[src/rtl/rgb2ycbcr_cfg.sv]
// rgb2ycbcr_cfg: RGB->YCbCr 4:4:4 converter with a selectable BT.601/709 standard and full/limited range,
// latched at each frame start; 4-clk pipeline with the sync signals delayed alongside the data.
module rgb2ycbcr_cfg #(
    parameter int IN_R_W = 5,
    parameter int IN_G_W = 6,
    parameter int IN_B_W = 5
) (
    input  logic              clk,
    input  logic              rst,
    input  logic              std_sel,
    input  logic              range_sel,
    input  logic              pre_frame_vsync,
    input  logic              pre_frame_hsync,
    input  logic              pre_frame_de,
    input  logic [IN_R_W-1:0] img_red,
    input  logic [IN_G_W-1:0] img_green,
    input  logic [IN_B_W-1:0] img_blue,
    output logic              post_frame_vsync,
    output logic              post_frame_hsync,
    output logic              post_frame_de,
    output logic [7:0]        img_y,
    output logic [7:0]        img_cb,
    output logic [7:0]        img_cr,
    output logic [1:0]        cfg_active
);
    // Rows indexed by {range, std}; columns Y(R,G,B), Cb(R,G,B), Cr(R,G,B)
    localparam logic signed [8:0] K [4][9] = '{
        '{9'sd77, 9'sd150, 9'sd29, -9'sd43, -9'sd85, 9'sd128, 9'sd128, -9'sd107, -9'sd21},
        '{9'sd54, 9'sd183, 9'sd19, -9'sd29, -9'sd99, 9'sd128, 9'sd128, -9'sd116, -9'sd12},
        '{9'sd66, 9'sd129, 9'sd25, -9'sd38, -9'sd74, 9'sd112, 9'sd112, -9'sd94,  -9'sd18},
        '{9'sd47, 9'sd157, 9'sd16, -9'sd26, -9'sd87, 9'sd112, 9'sd112, -9'sd102, -9'sd10}
    };

    logic [7:0]        r8, g8, b8;
    logic              vs_prev;
    logic [1:0]        cfg_now;
    logic [3:0]        vs_d, hs_d, de_d;
    logic [7:0]        px1 [3];
    logic [1:0]        cfg1;
    logic signed [17:0] p2 [9];
    logic              rng2, rng3;
    logic signed [17:0] s3 [3];
    logic [7:0]        cl [3];

    if (IN_R_W == 8) begin : g_r8
        assign r8 = img_red;
    end else begin : g_rx
        assign r8 = {img_red, img_red[IN_R_W-1 -: 8-IN_R_W]};
    end
    if (IN_G_W == 8) begin : g_g8
        assign g8 = img_green;
    end else begin : g_gx
        assign g8 = {img_green, img_green[IN_G_W-1 -: 8-IN_G_W]};
    end
    if (IN_B_W == 8) begin : g_b8
        assign b8 = img_blue;
    end else begin : g_bx
        assign b8 = {img_blue, img_blue[IN_B_W-1 -: 8-IN_B_W]};
    end

    // The vsync-rise pixel itself already uses the newly selected set
    assign cfg_now = (pre_frame_vsync && !vs_prev) ? {range_sel, std_sel} : cfg_active;

    for (genvar c = 0; c < 3; c++) begin : g_clamp
        logic signed [9:0] v, lo, hi;
        assign v     = s3[c][17:8];
        assign lo    = rng3 ? 10'sd16 : 10'sd0;
        assign hi    = !rng3 ? 10'sd255 : (c == 0) ? 10'sd235 : 10'sd240;
        assign cl[c] = (v < lo) ? lo[7:0] : (v > hi) ? hi[7:0] : v[7:0];
    end

    always_ff @(posedge clk) begin
        if (rst) begin
            vs_prev    <= 1'b0;
            cfg_active <= 2'b00;
            vs_d       <= '0;
            hs_d       <= '0;
            de_d       <= '0;
            px1        <= '{default: '0};
            cfg1       <= 2'b00;
            p2         <= '{default: '0};
            rng2       <= 1'b0;
            rng3       <= 1'b0;
            s3         <= '{default: '0};
            img_y      <= '0;
            img_cb     <= '0;
            img_cr     <= '0;
        end else begin
            vs_prev    <= pre_frame_vsync;
            cfg_active <= cfg_now;
            vs_d       <= {vs_d[2:0], pre_frame_vsync};
            hs_d       <= {hs_d[2:0], pre_frame_hsync};
            de_d       <= {de_d[2:0], pre_frame_de};
            px1        <= '{r8, g8, b8};
            cfg1       <= cfg_now;
            rng2       <= cfg1[1];
            rng3       <= rng2;
            for (int j = 0; j < 9; j++)
                p2[j] <= $signed({1'b0, px1[j % 3]}) * K[cfg1][j];
            for (int j = 0; j < 3; j++)
                s3[j] <= p2[3*j] + p2[3*j+1] + p2[3*j+2] + 18'sd128
                         + ((j != 0) ? 18'sd32768 : rng2 ? 18'sd4096 : 18'sd0);
            img_y      <= de_d[2] ? cl[0] : 8'd0;
            img_cb     <= de_d[2] ? cl[1] : 8'd0;
            img_cr     <= de_d[2] ? cl[2] : 8'd0;
        end
    end

    assign post_frame_vsync = vs_d[3];
    assign post_frame_hsync = hs_d[3];
    assign post_frame_de    = de_d[3];
endmodule

[config.mk]
export PLATFORM = sky130hd
export DESIGN_NAME = rgb2ycbcr_cfg
export DESIGN_NICKNAME = d
export VERILOG_FILES = /design/src/rtl/rgb2ycbcr_cfg.sv
export SDC_FILE = /design/constraint.sdc
export NUM_CORES = 1
export LEC_CHECK = 0
export CELL_PAD_IN_SITES_DETAIL_PLACEMENT = 1
export CELL_PAD_IN_SITES_GLOBAL_PLACEMENT = 2
export CORE_ASPECT_RATIO = 2
export CORE_UTILIZATION = 38
export CTS_CLUSTER_DIAMETER = 50
export CTS_CLUSTER_SIZE = 16
export DETAILED_ROUTE_END_ITERATION = 12
export PLACE_DENSITY_LB_ADDON = 0.1
export REMOVE_ABC_BUFFERS = 1
export SLEW_MARGIN = 5
export SYNTH_ARGS = -nofsm -noshare
export SYNTH_HDL_FRONTEND = slang
export SYNTH_SLANG_ARGS = --single-unit
export TNS_END_PERCENT = 1
[constraint.sdc]
create_clock -name clk -period 6.2 [get_ports clk]
set_input_delay 0.62 -clock clk [delete_from_list [all_inputs] [get_ports clk]]
set_output_delay 0.62 -clock clk [all_outputs]
set_load 0.02 [all_outputs]
==> results.sh <==
export IMPL_ys_seq_area_frac=0.194
export IMPL_end_kind="register"
export IMPL_drtPass1Iterations=8
export IMPL_leakage_nw=14.2
export IMPL_std_cell_rows=130
export IMPL_grt_pass1_wl_um=109000
export IMPL_synthArstFlopShare=0
export IMPL_cts_tree="built"
export IMPL_fin_crit_sh=0.919
export IMPL_ys_dominant_reg_cell="dfxtp_1"
export IMPL_nNetsFinal=3395
export IMPL_criticalPathCategory="register to register"
export IMPL_via_count=17038
export IMPL_failed_checks="design-rule violations"
export IMPL_h_tree_depth=1
export IMPL_crit_required_ps=6700
export IMPL_finalClockSkew_ps=23.8
export IMPL_grt_most_used_layer="met2"
export IMPL_setup_viol=0
export IMPL_worst_slew_margin_rel=0.474
export IMPL_wl_per_cell_um=20.3
export IMPL_post_cts_buffers=0
export IMPL_grt_max_degree=71
export IMPL_grtUsageMet3=0.0196
export IMPL_die_width_um=180
export IMPL_overflow=0
export IMPL_pre_cts_ws_ps=525
export IMPL_hold_depth=1
export IMPL_grt_met1_usage=0.210
export IMPL_area_delta_synth_final_pct=11.7
export IMPL_tightestPinTransition_ps=789
export IMPL_rr_startpoint="cfg_active[0]$_SDFFE_PP0P_"
export IMPL_drive_gt1_frac=0.0441
export IMPL_cts_repair_resized=0
export IMPL_ios=52
export IMPL_rr_endpoint="p2[17]$_SDFF_PP0_"
export IMPL_syn_avg_cell_area_um2=9.58
export IMPL_rsz0062_at_grt="false"
export IMPL_period_minus_slack_ps=5700
export IMPL_grt_total_usage=0.223
export IMPL_path_clk_slew_ps=70
export IMPL_numCtsBuffers=31
export IMPL_ant_nets=0
export IMPL_viasPerCell=4.98
export IMPL_final_core_util=0.428
export IMPL_grt_use_met2=0.456
export IMPL_clock_path_buffers=3
export IMPL_clk_latency_ps=630
export IMPL_die_y_um=358
export IMPL_drv_cap=0
export IMPL_synth_area_um2=24100
export IMPL_drv_slew=0
export IMPL_finalHoldViolCount=0
export IMPL_final_cells=3421
export IMPL_wirelength_um=69400
export IMPL_coreArea_um2=62800
export IMPL_synth_seq_cells=233
export IMPL_status="finished with violations"
export IMPL_netlist_area_leader_share=0.251
export IMPL_drc_errors=12
export IMPL_vdd_drop_max_uv=251
export IMPL_clock_sinks=233
export IMPL_clock_tree_root_cell="clkbuf_16"
export IMPL_cp_arrival_ps=6200
export IMPL_yosysUniqueCellTypes=57
export IMPL_rrSetupSlack_ps=500
export IMPL_io_buffer_count=51
export IMPL_place_gp_congestion=0.860
export IMPL_dp_hpwl_um=59500
export IMPL_synth_area_top_cells="ha_1 25%, fa_1 24%, dfxtp_1 19%"
export IMPL_layout_setup_ws_ps=501
export IMPL_initialDrtViolationCount=438
export IMPL_yosysTopAreaCell="ha_1"
export IMPL_start_util=0.383
export IMPL_hp_class="register to register"
export IMPL_rr_worst_depth=19
export IMPL_critPathMaxFanout=17
export IMPL_fmax_mhz=175
export IMPL_final_cell_mix="484 x inv_1, 483 x ha_1, 285 x fa_1"
export IMPL_cellPowerDensity_nw_per_um2=328
export IMPL_fin_setup_tns_ps=0
export IMPL_synth_edf_count=0
export IMPL_cp_startpoint="cfg_active[0]$_SDFFE_PP0P_"
export IMPL_cts_hold_buf=0
export IMPL_final_common_cell="inv_1"
export IMPL_antenna_found_initial=0
export IMPL_synthCells=2513
export IMPL_die_area_um2=64400
export IMPL_crit_path_end="p2[17]$_SDFF_PP0_"
export IMPL_ys_warn_count=0
export IMPL_place_inst=3363
export IMPL_grt_pass1_vias=19661
export IMPL_start_kind="register"
## final cells by class
cell class	instances	area [µm²]
Fill cell	7190	35900
Multi-Input combinational cell	1759	17400
Sequential cell	233	4660
Inverter	486	1820
Tap cell	792	991
Timing Repair Buffer	93	830
Clock buffer	32	779
Clock inverter	25	344
Antenna cell	1	2.50
## metrics by stage
step / power [mW] / hold slack, ps / instance area (µm²)
detailed placement: 6.96 / 424 / 25800
global placement: 6.84 / 418 / 25800
floorplan: 5.47 / 414 / 23900
global route: 9.69 / 460 / 26900
finish: 8.81 / 436 / 26900
CTS: 9.03 / 439 / 26900
## worst max-delay path: stages, from the launching register on
cell	delay [ps]
dfxtp_1	320
inv_1	170
buf_4	250
ha_1	620
nand2b_1	210
fa_1	420
inv_1	90
fa_1	430
ha_1	310
fa_1	490
ha_1	300
ha_1	250
fa_1	430
a211oi_1	350
o21bai_1	160
a31o_2	280
nand4_1	140
a31oi_1	120
xnor2_1	170
nor2_1	50
## cell families (layout without fill, tap and decap cells)
kind of cell | count (synthesis) | count (layout) | synth area share
xor gates and xnor gates | 97 | 97 | 0.0353
buffers and inverters | 541 | 636 | 0.0844
DFF | 233 | 233 | 0.194
other | 2 | 23 | 0.000312
and+or+nand+nor | 572 | 572 | 0.117
AOI/OAI and AO/OA | 296 | 296 | 0.0797
muxes | 4 | 4 | 0.00182
adders and majority gates | 768 | 768 | 0.488
## sequential cells by signal, summed over array words and instances (netlist names)
name and flops:
p2 147, g_clamp.v 30, px1 16, img_cb 8
img_cr 8, img_y 8, de_d 4, hs_d 4
vs_d 4, cfg_active 2, rng2 1, rng3 1
## how the worst min path moves through the flow
| stage | from | endpoint | slack [ps] |
|---|---|---|---|
| floorplan | de_d[0]$_SDFF_PP0_ | de_d[1]$_SDFF_PP0_ | 410 |
| global placement | de_d[0]$_SDFF_PP0_ | de_d[1]$_SDFF_PP0_ | 420 |
| detailed placement | de_d[0]$_SDFF_PP0_ | de_d[1]$_SDFF_PP0_ | 420 |
| CTS | de_d[0]$_SDFF_PP0_ | de_d[1]$_SDFF_PP0_ | 440 |
| global route | de_d[0]$_SDFF_PP0_ | de_d[1]$_SDFF_PP0_ | 460 |
| finish | de_d[0]$_SDFF_PP0_ | de_d[1]$_SDFF_PP0_ | 440 |
## layer usage
layer / part of all wire / up-vias / routed length, µm
li1: - / 8180 / -
met1: 0.34 / 8514 / 23900
met2: 0.57 / 202 / 39300
met3: 0.019 / 142 / 1350
met4: 0.069 / 0 / 4820
met5: 0 / - / 0
## Yosys cell counts (all sizes together) (43+ instances only)
cell    count
inv       484
ha        483
fa        285
dfxtp     233
nor2      202
nand2      96
nor2b      93
a21oi      85
o21ai      56
clkbuf     49
xnor2      49
xor2       48
nand2b     43
## where the power goes
| part | internal (mW) | switching (mW) | leakage, nW |
|---|---|---|---|
| clock network | 1.07 | 0.891 | 0.546 |
| logic | 2.06 | 2.72 | 11.7 |
| registers | 1.82 | 0.261 | 1.92 |
Note: power is estimated with default switching activity, not from simulation.
